### src/rtl/beezip_lane_dispatch.sv
// Spreads delimited input blocks round-robin over the enabled compressor lanes.
// Lane sequence outputs are merged back into the original block order.
module beezip_lane_dispatch #(
    parameter int LANE_NUM    = 4,
    parameter int DATA_W      = 256,
    parameter int SEQ_W       = 256,
    parameter int ORDER_DEPTH = 8,
    localparam int CNT_W      = $clog2(ORDER_DEPTH + 1)
) (
    input  logic                      clk,
    input  logic                      rst,
    input  logic [LANE_NUM-1:0]       cfg_lane_mask,
    input  logic                      input_valid,
    output logic                      input_ready,
    input  logic                      input_delim,
    input  logic [DATA_W-1:0]         input_data,
    output logic [LANE_NUM-1:0]       lane_in_valid,
    input  logic [LANE_NUM-1:0]       lane_in_ready,
    output logic                      lane_in_delim,
    output logic [DATA_W-1:0]         lane_in_data,
    input  logic [LANE_NUM-1:0]       lane_out_valid,
    input  logic [LANE_NUM-1:0]       lane_out_last,
    input  logic [LANE_NUM*SEQ_W-1:0] lane_out_seq_quad,
    output logic [LANE_NUM-1:0]       lane_out_ready,
    output logic                      output_valid,
    output logic                      output_last,
    output logic [SEQ_W-1:0]          output_seq_quad,
    input  logic                      output_ready,
    output logic [CNT_W-1:0]          blocks_in_flight
);
    localparam int LANE_W = $clog2(LANE_NUM);
    localparam int PTR_W  = $clog2(ORDER_DEPTH);

    logic [LANE_W-1:0]   ptr_reg, cur_reg, sel, scan_sel, ptr_next, head;
    logic                in_block_reg;
    logic [LANE_NUM-1:0] eff_mask;
    logic                go, accept, push, pop, load, out_accept;
    logic                fifo_full, fifo_nonempty;

    logic [LANE_W-1:0]   order_mem [ORDER_DEPTH];
    logic [PTR_W-1:0]    wr_ptr_reg, rd_ptr_reg;
    logic [CNT_W-1:0]    count_reg;

    logic                output_valid_reg, output_last_reg;
    logic [SEQ_W-1:0]    output_seq_quad_reg;
    logic [SEQ_W-1:0]    lane_quad [LANE_NUM];

    // An empty mask would leave nowhere to send data, so it falls back to lane 0.
    assign eff_mask = (cfg_lane_mask == '0) ? LANE_NUM'(1) : cfg_lane_mask;

    always_comb begin
        logic found;
        scan_sel = ptr_reg;
        found    = 1'b0;
        for (int k = 0; k < LANE_NUM; k++) begin
            int idx;
            idx = int'(ptr_reg) + k;
            if (idx >= LANE_NUM) idx = idx - LANE_NUM;
            if (!found && eff_mask[idx]) begin
                scan_sel = LANE_W'(idx);
                found    = 1'b1;
            end
        end
    end

    assign sel      = in_block_reg ? cur_reg : scan_sel;
    assign ptr_next = (sel == LANE_W'(LANE_NUM - 1)) ? '0 : sel + LANE_W'(1);

    assign fifo_full     = (count_reg == CNT_W'(ORDER_DEPTH));
    assign fifo_nonempty = (count_reg != '0);
    assign go            = in_block_reg | ~fifo_full;
    assign input_ready   = lane_in_ready[sel] & go;
    assign accept        = input_valid & input_ready;
    assign push          = accept & ~in_block_reg;
    assign lane_in_delim = input_delim;
    assign lane_in_data  = input_data;

    assign head       = order_mem[rd_ptr_reg];
    assign out_accept = ~output_valid_reg | output_ready;
    assign load       = fifo_nonempty & lane_out_valid[head] & out_accept;
    assign pop        = load & lane_out_last[head];

    genvar gi;
    generate
        for (gi = 0; gi < LANE_NUM; gi++) begin : g_lane
            assign lane_in_valid[gi]  = input_valid & go & (sel == LANE_W'(gi));
            assign lane_out_ready[gi] = fifo_nonempty & out_accept & (head == LANE_W'(gi));
            assign lane_quad[gi]      = lane_out_seq_quad[gi*SEQ_W +: SEQ_W];
        end
    endgenerate

    always_ff @(posedge clk or posedge rst) begin
        if (rst) begin
            ptr_reg      <= '0;
            cur_reg      <= '0;
            in_block_reg <= 1'b0;
        end else if (accept) begin
            if (!in_block_reg) cur_reg <= sel;
            if (input_delim) begin
                in_block_reg <= 1'b0;
                ptr_reg      <= ptr_next;
            end else begin
                in_block_reg <= 1'b1;
            end
        end
    end

    // Order storage needs no reset; only the pointers define its contents.
    always_ff @(posedge clk) begin
        if (push) order_mem[wr_ptr_reg] <= sel;
    end

    always_ff @(posedge clk or posedge rst) begin
        if (rst) begin
            wr_ptr_reg <= '0;
            rd_ptr_reg <= '0;
            count_reg  <= '0;
        end else begin
            if (push) wr_ptr_reg <= wr_ptr_reg + PTR_W'(1);
            if (pop)  rd_ptr_reg <= rd_ptr_reg + PTR_W'(1);
            if (push && !pop)      count_reg <= count_reg + CNT_W'(1);
            else if (pop && !push) count_reg <= count_reg - CNT_W'(1);
        end
    end

    always_ff @(posedge clk or posedge rst) begin
        if (rst) begin
            output_valid_reg    <= 1'b0;
            output_last_reg     <= 1'b0;
            output_seq_quad_reg <= '0;
        end else if (load) begin
            output_valid_reg    <= 1'b1;
            output_last_reg     <= lane_out_last[head];
            output_seq_quad_reg <= lane_quad[head];
        end else if (output_ready) begin
            output_valid_reg <= 1'b0;
        end
    end

    assign output_valid     = output_valid_reg;
    assign output_last      = output_last_reg;
    assign output_seq_quad  = output_seq_quad_reg;
    assign blocks_in_flight = count_reg;
endmodule

### config.mk
export PLATFORM = sky130hd
export DESIGN_NAME = beezip_lane_dispatch
export DESIGN_NICKNAME = d
export VERILOG_FILES = /design/src/rtl/beezip_lane_dispatch.sv
export SDC_FILE = /design/constraint.sdc
export NUM_CORES = 1
export LEC_CHECK = 0
export CORE_AREA = 2 2 711 713
export CTS_BUF_LIST = sky130_fd_sc_hd__clkbuf_8 sky130_fd_sc_hd__clkbuf_16
export CTS_CLUSTER_DIAMETER = 150
export DETAILED_ROUTE_END_ITERATION = 10
export DIE_AREA = 0 0 713 715
export SETUP_SLACK_MARGIN = 0.15
export SYNTH_ARGS = -nofsm -noshare
export SYNTH_HDL_FRONTEND = slang
export SYNTH_SLANG_ARGS = --single-unit
### constraint.sdc
create_clock -name clk -period 11.9 [get_ports clk]
set_clock_uncertainty 0.05 [all_clocks]
set_input_delay 1.19 -clock clk [delete_from_list [all_inputs] [get_ports clk]]
set_output_delay 1.19 -clock clk [all_outputs]
set_load 0.05 [all_outputs]
[Word level (Yosys, flattened, before mapping)]
Memory sizes are Yosys's and may differ from the RTL's.
Cells that the tools add are included.
Word-level totals
  flip-flop bits (word level): 273
  memory bits (writable): 16
  input bits: 1301
  output and inout bits: 528
  word-level logic and storage cells: 122
  memories kept: 1
Cells by class
  add/subtract/negate cells: 12
  $lt $le $gt $ge: 11
  equal/unequal tests: 7
  multiplexer cells: 42
  bitwise gates (word level): 22
  reduce and logical (&&, ||, !) cells: 18
Memories
  order_mem: depth 8, width 2, read ports 1, clocked after Yosys merged registers in 0, write ports 1, line 40  | logic [LANE_W-1:0] order_mem [ORDER_DEPTH];
Operators with widths (number)
  binary-select mux 256 bit (select 2 bit): 1
  two-way mux 256 bit: 2
  < comparator 32 x 4 -> 1 bit (second input constant): 4
  two-way mux 32 bit: 4
  two-way mux 1 bit: 19
  AND 1 bit: 16
  binary-select mux 1 bit (select 2 bit): 7
  greater-or-equal comparator 3 bit (second input constant): 4
  two-way mux 2 bit: 6
  two-way mux 4 bit: 3
  subtractor 3 x 3 -> 4 bit (second input constant): 3
  == test 2 bit (second input constant): 4
  adder 2 x 2 -> 3 bit (second input constant): 2
  adder 3 x 1 -> 3 bit (second input constant): 2
  < comparator 2 x 3 -> 1 bit (second input constant): 2
  logical AND 1 bit: 5
  zero test 1 bit: 5
  adder 4 x 1 -> 4 bit (second input constant): 1
  == test 2 x 1 -> 1 bit (second input constant): 2
  == test 4 bit (second input constant): 1
  zero test 2 bit: 2
  zero test 4 bit: 1
  AND reduction 2 bit: 2
  nonzero test 2 bit: 2
  9 further kinds: 12

[Logic depth before layout (Yosys ltp)]
Gate-level depths: netlist (run 1).
  word-level depth: 25
  gate-level depth with buffers: 14
  mapped depth without buffers: 14

[Worst setup path before layout (run 1)]
OpenSTA, ideal clock, no wires.
  path type: input-to-output
  start point: input cfg_lane_mask[0]
  end point: output lane_in_valid[1]
  arrival time: 2.909 ns
  slack: 7.751 ns
  stages: 7
  buffers on the path: 0
  cell sequence: or4bb_1 a211oi_1 a211o_1 nand2_1 inv_1 ha_1 and3_1
Between the ends
  cells in the longest elaborated chain, start to end: 18
  elaborated cells on any way between the ends: 30
  those cells by class: 1 x eq/ne; 21 x mux; 1 x bitwise; 7 x reduce/logical
RTL lines
  from (decl): line 12  | input logic [LANE_NUM-1:0] cfg_lane_mask,
  zero test 4 bit: line 49  | assign eff_mask = (cfg_lane_mask == '0) ? LANE_NUM'(1) : cfg_lane_mask;
  two-way mux 4 bit *: line 49
  binary-select mux 1 bit (select 2 bit): line 59  | if (!found && eff_mask[idx]) begin
  two-way mux 1 bit (implied by the code) (2 in series): line 59
  two-way mux 1 bit: line 59
  zero test 1 bit: line 59
  logical AND 1 bit: line 59
  two-way mux 1 bit: line 59
  [... 2 more ...]
  two-way mux 1 bit: line 59
  zero test 1 bit: line 59
  logical AND 1 bit: line 59
  two-way mux 2 bit *: line 59
  two-way mux 2 bit *: line 66  | assign sel = in_block_reg ? cur_reg : scan_sel;
  via sel[1]: line 34  | logic [LANE_W-1:0] ptr_reg, cur_reg, sel, scan_sel, ptr_next, head;
  == test 2 x 1 -> 1 bit *: line 86  | assign lane_in_valid[gi] = input_valid & go & (sel == LANE_W'(gi));
  AND 1 bit *: line 86
  to (decl): line 17  | output logic [LANE_NUM-1:0] lane_in_valid,
Mark *: on every way through the listed nets, which the timed path passes. The rest lies on a longest branch. The select of a mux whose other input is x is not followed.

[Worst setup path in the final report (run 1)]
  start point: input cfg_lane_mask[1]
  end point: output lane_in_valid[1]
The elaborated chain is that of the path after synthesis.

==> results of run 1 <==
worst max-delay path, cell delays in order:
cell	delay, ps
clkdlybuf4s50_1	530
or4bb_1	500
a211oi_1	320
a211o_1	190
nand2_1	250
inv_1	200
ha_1	150
and3_1	290
clkdlybuf4s50_1	1040
how the worst min path moves through the flow:
stage,startpoint,end,slack (ps),depth (start not counted)
after CTS,output_seq_quad[135],output_seq_quad[135],440,2
after global placement,output_seq_quad[10],output_seq_quad[10],420,2
after global routing,output_seq_quad[140],output_seq_quad[140],460,2
after detailed placement,output_seq_quad[249],output_seq_quad[249],420,2
final,output_seq_quad[198],output_seq_quad[198],430,2
after floorplan,cur_reg[0],cur_reg[0],430,1
cell families (layout without fill, tap and decap cells):
logic type               count (synthesis)  count (layout)  synth area share, %
AO/OA/AOI/OAI                          535             535                 13.1
buffers and inverters                  494            1454                 14.6
flip-flops                             289             289                 35.0
multiplexers                            18              18                 1.21
other                                    0             183                    0
adder cells (fa/ha/maj)                 10              10                0.636
XOR/XNOR                                 8               8                0.336
AND/OR/NAND/NOR                       1844            1844                 35.1
through the flow:
stage / worst slack (ps) / instance area (sq um)
finish: 5960 / 41900
global route: 5670 / 41500
CTS: 5790 / 41400
detailed placement: 5790 / 39700
global placement: 5830 / 39700
floorplan: 3140 / 20900
metal layers:
| layer | track usage [%] | vias up | routed length [microns] |
|---|---|---|---|
| met3 | 10.0 | 729 | 58500 |
| met5 | 0.660 | - | 1350 |
| li1 | - | 12100 | - |
| met4 | 3.33 | 196 | 11600 |
| met1 | 15.6 | 13000 | 142000 |
| met2 | 16.3 | 2043 | 121000 |
power groups by stage:
stage / registers, mW / clock network (mW) / logic (mW)
finish: 1.90 / 1.58 / 9.46
floorplan: 3.35 / 0 / 3.93
global placement: 1.90 / 0 / 9.54
global route: 1.95 / 1.67 / 10.2
detailed placement: 1.90 / 0 / 9.55
CTS: 1.89 / 1.66 / 9.57
area by class of cell:
class	count	area (sq um)	share of cell area, %
multi-input cells	2415	10500	25.2
well taps	6706	8390	20.0
flip-flops and latches	289	7310	17.5
clock buffers	55	1290	3.07
repair buffers	1357	13400	32.1
clock inverters	32	392	0.935
diodes	183	458	1.09
inverters	10	45.0	0.108
cell usage in the layout, fill, tap and decap left out, types with 7 or more instances in the layout:
cell / Yosys / routed
clkbuf_8: 0 / 8
clkdlybuf4s50_1: 0 / 1283
buf_4: 263 / 62
inv_1: 10 / 15
nand3_1: 259 / 259
diode_2: 0 / 183
o21ai_1: 256 / 256
o21ai_0: 260 / 260
nor3_1: 8 / 8
nor2_1: 773 / 773
dfrtp_1: 273 / 273
clkbuf_16: 0 / 47
xnor2_1: 7 / 7
nand2b_1: 7 / 7
edfxtp_1: 16 / 16
nand2_1: 779 / 779
ha_1: 9 / 9
inv_6: 0 / 7
==> summary.md, run 1 <==
| Metric | Value |
|---|---|
| Outcome | finished clean |
| Tightest Hold Check Type | reg -> reg |
| CTS tree | yes |
| Post-layout min period | roughly 5900 ps |
| Synth cell types | 43 |
| Int Pwr | 4.85 mW |
| P_leak | 14.5 nW |
| Worst setup endpoint | lane_in_valid[1] |
| H-tree Lvls | 2 |
| CTS resizes | 0 |
| Die footprint | roughly 510,000 sq um |
| Seq/Total Area, Yosys | 35.0% |
| First-pass GRT wire length | 391,000 microns |
| Antenna violations before repair | 312 |
| Clk network pwr share | approximately 12% |
| Routability congestion estimate from global placement | 0.971 |
| Synth async-reset ratio | 94.5% |
| CTS max path bufs | 3 |
| Initial Util | 4.15% |
| Arr. time, crit path | 4700 ps |
| Avg Inst Size Synth | 6.52 sq um |
| Vias in the first global route | 25.9k |
| Post-synth EDFFs | 16 |
| Synth Register Bits | 289 |
| Layout cell share with drive strength beyond 1 | about 4.1% |
| Reg-to-reg setup timing slack | 6150 ps |
| Cell count after synthesis | 3,198 |
| P_sw | 8.09 mW |
| Hold_buf cts | 0 |
| Pins Over Slew Limit | 0 |
| Count leader, synth | nand2_1 |
| Hold Violations, Final | 0 |
| Crit end category | primary output |
| TritonCTS Buffers | 47 |
| Period utilisation layout | about half |
| R2r worst-path depth | 9 |
| Finished Layout Cells | roughly 11k |
| Critical path startpoint | cfg_lane_mask[1] |
| Drt drc | 0 |
| Post-DP HPWL | approximately 300,000 microns |
| Synth area leaders | dfrtp_1 33%, nand2_1 14%, nor2_1 14% |
| Mapped Area | 20,900 sq um |
| Fin util | under 10% |
| Die span in x | slightly above 700 microns |
| Clock latency on the worst-skew pair | 720 ps |
| Slew HR | 9.42% |
| Post-DR wirelength/cell | slightly above 30 microns |
| Cell type with the highest aggregate area in the netlist | dfrtp_1 |
| RR Startpoint | rd_ptr_reg[0] |
| Nets | 5,431 |
| Final setup fails | 0 |
| Syn_nets | approximately 4.5k |
| Sw Share | 62.5% |
| Worst hold slack | 432 ps |
| Max reg flops | ~260 |
| Ports | 1,829 |
| CTS clk-pin slew, worst paths | about 60 ps |
| Combinational power share | between 70% and 80% |
| Post-CTS setup repair buffer count | 0 |
| CTS sink cnt | 289 |
| Post-synth top area share | 32.7% |
| Pwr dens | ~310 nW/um^2 |
| Layout area overhead | 101% |
| Max VDD drop | 287 uV |
| Achievable Freq | 168 MHz |
| Fill count | 59.1k |
| Reg-to-Reg End | output_seq_quad[163] |
| Total power | 12.9 mW |
| Placed Cells | 10.8k |
| Drt pass-1 iters | 8 |
| Die height | 715 microns |
| Largest net degree at the start of global routing | 135 |
| Core Area | 503,000 sq um |
| Via count | 28.1k |
| Setup crit start kind | input port |
| Crit path required time | about 11,000 ps |
| GRT Residual Overflow | 0 |
| Max-Cap Viols | 0 |
| Top post-synthesis cells by count | 779 x nand2_1, 773 x nor2_1, 273 x dfrtp_1 |
| Port bufs | 1,316 |
| Root Buffer | clkbuf_16 |
| Top_reg_cell synth | dfrtp_1 |
| ANT nets after route | 0 |
| Synth warnings | 0 |
| Reg power frac | 14.7% |
| RSZ-0062 raised after global routing | no |
| Final WL | 335,000 microns |
| Final setup TNS | 0 ps |
| Vias per cell | 2.54 |
| Global Route Usage Sum | 12.6% |
| Worst Tran Pin Value | 1340 ps |
| Initial DRC count | 2,445 |
| Setup Crit Path Kind | in -> out |
| Rows | 261 |
| CP Max Fanout | 11 |
Power figures use the tool's default switching activity.
==> run 2, diff against run 1 <==
==> constraint.sdc (replaced) <==
create_clock -name clk -period 5.8 [get_ports clk]
set_clock_uncertainty 0.05 [all_clocks]
set_input_delay 0.58 -clock clk [delete_from_list [all_inputs] [get_ports clk]]
set_output_delay 0.58 -clock clk [all_outputs]
set_load 0.05 [all_outputs]
==> summary.md, run 2 (synthesized netlist as in run 1, its figures left out) <==
| Metric | Value |
|---|---|
| RSZ-0062 raised after global routing | no |
| GRT Residual Overflow | 0 |
| TritonCTS Buffers | 47 |
| Period utilisation layout | between 80% and 90% |
| Post-DP HPWL | between 200,000 and 300,000 microns |
| Achievable Freq | 206 MHz |
| CP max stage delay | 900 ps |
| CP Cell Sequence | or3b_2 -> a211oi_1 -> a211o_1 -> nand2_1 -> inv_1 -> ha_1 -> and3_1 -> clkdlybuf4s50_1 |
| CTS sink cnt | slightly below 300 |
| Nets | 5,435 |
| Critical-path top delay cell | clkdlybuf4s50_1 |
| Max reg flops | between 200 and 300 |
| Post-layout min period | approximately 4900 ps |
| Final WL | ~330,000 microns |
| Routability congestion estimate from global placement | 0.982 |
| Initial DRC count | 2,924 |
| CTS resizes | 0 |
| Die footprint | between 500,000 and 600,000 sq um |
| Die span in x | 713 microns |
| CTS tree | yes |
| Max-Cap Viols | 0 |
| Root Buffer | clkbuf_16 |
| Drt pass-1 iters | 6 |
| Layout area overhead | 101% |
| Layout cell share with drive strength beyond 1 | 4.28% |
| Arr. time, crit path | 4230 ps |
| Crit end category | primary output |
| Setup Crit Path Kind | reg -> out |
| Pins Over Slew Limit | 0 |
| CTS max path bufs | 3 |
| Vias per cell | 2.56 |
| Global Route Usage Sum | 12.5% |
| Largest net degree at the start of global routing | 167 |
| Tightest Hold Check Type | in -> async |
| CP Max Fanout | 11 |
| Outcome | finished clean |
| Slew HR | a little under 8% |
| Buf/Inv on CP | 2 |
| Fin util | 8.33% |
| Commonest non-fill, non-tap cell in the layout | clkdlybuf4s50_1 |
| Core Area | about 500,000 sq um |
| Worst Tran Pin Value | roughly 1400 ps |
| RR Startpoint | rd_ptr_reg[0] |
| Pwr dens | around 630 nW/um^2 |
| Ports | 1,829 |
| Clock latency on the worst-skew pair | around 710 ps |
| Drt drc | 0 |
| Initial Util | 4.15% |
| Post-DR wirelength/cell | between 30 and 40 microns |
| Final setup TNS | 0 ps |
| ANT nets after route | 0 |
| First-pass GRT wire length | between 300,000 and 400,000 microns |
| Commonest non-fill, non-tap cells in the layout | 1,282 x clkdlybuf4s50_1, 779 x nand2_1, 773 x nor2_1, 273 x dfrtp_1, 260 x o21ai_0 |
| Hold_buf cts | 0 |
| H-tree Lvls | 2 |
| Setup crit start kind | flop |
| Antenna violations before repair | 328 |
| Die height | 715 microns |
| Crit path max-delay family | simple AND/OR/NAND/NOR gates |
| Post-CTS setup repair buffer count | 0 |
| Max VDD drop | 381 uV |
| Crit path required time | 5170 ps |
| CTS clk-pin slew, worst paths | 60 ps |
| Hold Violations, Final | 0 |
| Via count | 28.2k |
| Critical path startpoint | ptr_reg[1] |
| Port bufs | between 1k and 1.5k |
| Vias in the first global route | 25.7k |
| P_leak | ~14 nW |
| Final setup fails | 0 |
| Rows | 261 |
run 2: cell count changes in the layout (fill, tap and decap cells not counted), moves of 2 or more:
cell / previous run / this run
buf_12: 5 / 16
buf_2: 6 / 8
buf_4: 62 / 55
clkbuf_8: 8 / 3
clkinv_2: 4 / 9
clkinv_4: 4 / 6
clkinvlp_4: 2 / 7
diode_2: 183 / 152
inv_1: 15 / 13
inv_6: 7 / 2
run 2: final timing paths:
path / slack, ps / cells after the start / endpoint
setup / recovery: 940 / 8 / lane_in_valid[0]
hold / removal: 240 / 2 / output_seq_quad[99]
setup reg to reg: 1380 / 12 / blocks_in_flight[3]
hold reg to reg: 430 / 2 / output_seq_quad[22]
max in group asynchronous: 4010 / 4 / output_seq_quad[193]
min in group clk: 430 / 2 / output_seq_quad[22]
run 2: cell type report:
type                    instances  area (sq um)
diodes                        152           380
clock buffers                  50          1220
clock inverters                36           403
fillers                     59100        461000
inverters                      10          41.3
multi-input cells            2415         10500
flip-flops and latches        289          7310
well taps                    6706          8390
repair buffers               1361         13600
run 2: through the flow:
step                area, sq um  power (mW)  instances  hold WS [ps]  setup slack [ps]
detailed placement        39900        23.4      10800           425               797
CTS                       41500        26.8      10900           149               622
floorplan                 20900        14.9       3198           431              1560
finish                    41900        26.4      11000           240               935
global placement          39900        23.4      10800           418               790
global route              41600        28.1      10900           200               617
run 2: power by group:
group / switching [mW] / total (mW) / internal (mW) / leakage (nW)
Clock: 1.40 / 3.16 / 1.76 / 0.798
Sequential: 0.676 / 3.81 / 3.13 / 3.45
Combinational: 14.4 / 19.5 / 5.09 / 10.2
run 2: layer usage:
metal	vias to the layer above	global-route usage, %	share of wire [%]
met4	222	3.72	3.7
met5	-	0.321	0.51
met2	2226	16.4	37
li1	12100	-	-
met3	801	10.0	18
met1	12900	15.1	41
==> run 3, diff against run 2 <==
--- a/config.mk
+++ b/config.mk
@@ -5,11 +5,11 @@
 export SDC_FILE = /design/constraint.sdc
 export NUM_CORES = 1
 export LEC_CHECK = 0
-export CORE_AREA = 2 2 711 713
+export CORE_AREA = 2 2 715 717
 export CTS_BUF_LIST = sky130_fd_sc_hd__clkbuf_8 sky130_fd_sc_hd__clkbuf_16
 export CTS_CLUSTER_DIAMETER = 150
 export DETAILED_ROUTE_END_ITERATION = 10
-export DIE_AREA = 0 0 713 715
+export DIE_AREA = 0 0 717 719
 export SETUP_SLACK_MARGIN = 0.15
 export SYNTH_ARGS = -nofsm -noshare
 export SYNTH_HDL_FRONTEND = slang
==> constraint.sdc (replaced) <==
create_clock -name clk -period 4.1 [get_ports clk]
set_clock_uncertainty 0.05 [all_clocks]
set_input_delay 0.41 -clock clk [delete_from_list [all_inputs] [get_ports clk]]
set_output_delay 0.41 -clock clk [all_outputs]
set_load 0.05 [all_outputs]
==> summary.md, run 3 (synthesized netlist as in run 1, its figures left out) <==
| Metric | Value |
|---|---|
| Pins Over Slew Limit | 0 |
| Die footprint | between 500,000 and 600,000 sq um |
| Final setup fails | 0 |
| Max-Cap Viols | 0 |
| Period utilisation layout | 91.6% |
| Core Area | 508,000 sq um |
| Commonest non-fill, non-tap cell in the layout | clkdlybuf4s50_1 |
| Drt drc | 0 |
| Tightest Hold Check Type | in -> async |
| RR Startpoint | rd_ptr_reg[0] |
| Achievable Freq | around 270 MHz |
| Post-layout min period | about 3800 ps |
| RSZ-0062 raised after global routing | no |
| Hold Violations, Final | 0 |
| Slew HR | 12.9% |
| Rows | ~260 |
| Critical path startpoint | rd_ptr_reg[0] |
| Setup Slack @ Placement | -35.7 ps |
| Die height | 719 microns |
| P_leak | 14.8 nW |
| Outcome | finished clean |
| Setup crit start kind | flop |
| CP Max Fanout | 5 |
| Commonest non-fill, non-tap cells in the layout | 1,273 x clkdlybuf4s50_1, 778 x nand2_1, 773 x nor2_1, 273 x dfrtp_1, 259 x o21ai_1 |
| CTS sink cnt | about 290 |
| Final setup TNS | 0 ps |
| Layout cell share with drive strength beyond 1 | 5.26% |
| H-tree Lvls | 2 |
| Max reg flops | 256 |
| Crit end category | primary output |
| Initial Util | 4.11% |
| Clock latency on the worst-skew pair | 720 ps |
| Reg-to-Reg End | output_seq_quad[59] |
| CTS clk-pin slew, worst paths | 60 ps |
| Via count | 28.7k |
| Root Buffer | clkbuf_16 |
| Setup Crit Path Kind | reg -> out |
| Worst setup margin | about 340 ps |
| ANT nets after route | 0 |
| Post-DR wirelength/cell | 32.5 microns |
| Reg-to-reg setup timing slack | 380 ps |
| GRT Residual Overflow | 0 |
| Routability congestion estimate from global placement | 0.968 |
| First-pass GRT wire length | 414,000 microns |
| Worst setup endpoint | lane_out_ready[1] |
| Crit path required time | 3640 ps |
| Die span in x | 717 microns |
| Layout area overhead | 103% |
| Placed Cells | 10.8k |
| Final WL | 359,000 microns |
| Vias in the first global route | about 26k |
| Hold_buf cts | 0 |
| Worst Tran Pin Value | 1300 ps |
| Max VDD drop | roughly 580 uV |
| Drt pass-1 iters | 5 |
| Vias per cell | 2.60 |
| Initial DRC count | 2,823 |
| Arr. time, crit path | 3300 ps |
| Fin util | between 8 and 9% |
| Finished Layout Cells | about 11k |
| CTS max path bufs | 3 |
| Design area | between 40,000 and 50,000 sq um |
| Ports | about 1.8k |
| Port bufs | 1,316 |
| R2r worst-path depth | 10 |
| Antenna violations before repair | about 340 |
| Global Route Usage Sum | 13.3% |
| Nets | ~5.5k |
| TritonCTS Buffers | 46 |
| Post-DP HPWL | around 320,000 microns |
| Largest net degree at the start of global routing | 141 |
| CTS tree | yes |
| Placed cell areas | 40,400 sq um |
| Pwr dens | 908 nW/um^2 |
run 3: cell types whose count changed in the layout (fill, tap and decap cells not counted), moves of 2 or more:
| cell | before | now |
|---|---|---|
| o21ai_1 | 256 | 259 |
| clkdlybuf4s50_1 | 1282 | 1273 |
| diode_2 | 152 | 110 |
| clkinv_4 | 6 | 4 |
| o21ai_0 | 260 | 257 |
| clkbuf_8 | 3 | 6 |
| buf_12 | 16 | 30 |
| dlygate4sd2_1 | 0 | 3 |
| clkinvlp_4 | 7 | 2 |
| inv_6 | 2 | 5 |
| inv_1 | 13 | 18 |
| buf_4 | 55 | 88 |
| clkinv_2 | 9 | 6 |
run 3: power by group:
group / internal [mW] / total (mW) / switching [mW]
Combinational: 7.69 / 28.4 / 20.7
Sequential: 4.43 / 5.49 / 1.05
Clock: 2.54 / 4.48 / 1.94
Total: 14.7 / 38.4 / 23.7
run 3: critical path, stage by stage (launching register included):
cell and delay [ps]:
dfrtp_1 450, buf_4 190, mux2i_1 120, mux4_4 700
buf_4 240, nand2b_1 190, nor2_1 90, dlygate4sd2_1 580
run 3: layer usage:
layer  share of wire, %  wire length [microns]  GRT usage [%]
met5               0.35                   1260         0.0934
met1                 39                 140000           15.7
met3                 18                  63200           9.66
met4                3.7                  13200           4.20
met2                 39                 142000           18.6
run 3: worst min-delay path by stage:
stage               cells after the start              endpoint  slack [ps]
floorplan                               1            cur_reg[0]         430
global placement                        2  output_seq_quad[153]         420
detailed placement                      2  output_seq_quad[213]         430
CTS                                     2   output_seq_quad[98]          20
global route                            2   output_seq_quad[98]          70
finish                                  2   output_seq_quad[98]          70
run 3: repair_timing:
item / 4_1_cts / 5_1_grt
resized for setup: 3 / 2
setup buffers: 0 / 0
endpoints found under the setup margin: 3 / 3
run 3: cell type report:
type | instances | area [sq um]
clock inverter | 32 | 360
clock buffer | 52 | 1230
sequential | 289 | 7310
multi-input combinational | 2415 | 10600
fill | 59600 | 466000
tap | 6732 | 8420
timing repair buffer | 1403 | 14100
inverter | 10 | 41.3
antenna | 110 | 275
run 3: metrics by stage:
stage	hold slack (ps)	power, mW
5_1_grt	70.9	40.8
4_1_cts	21.9	38.9
3_5_place_dp	425	34.1
2_1_floorplan	431	21.1
6_report	67.4	38.4
3_3_place_gp	420	34.1
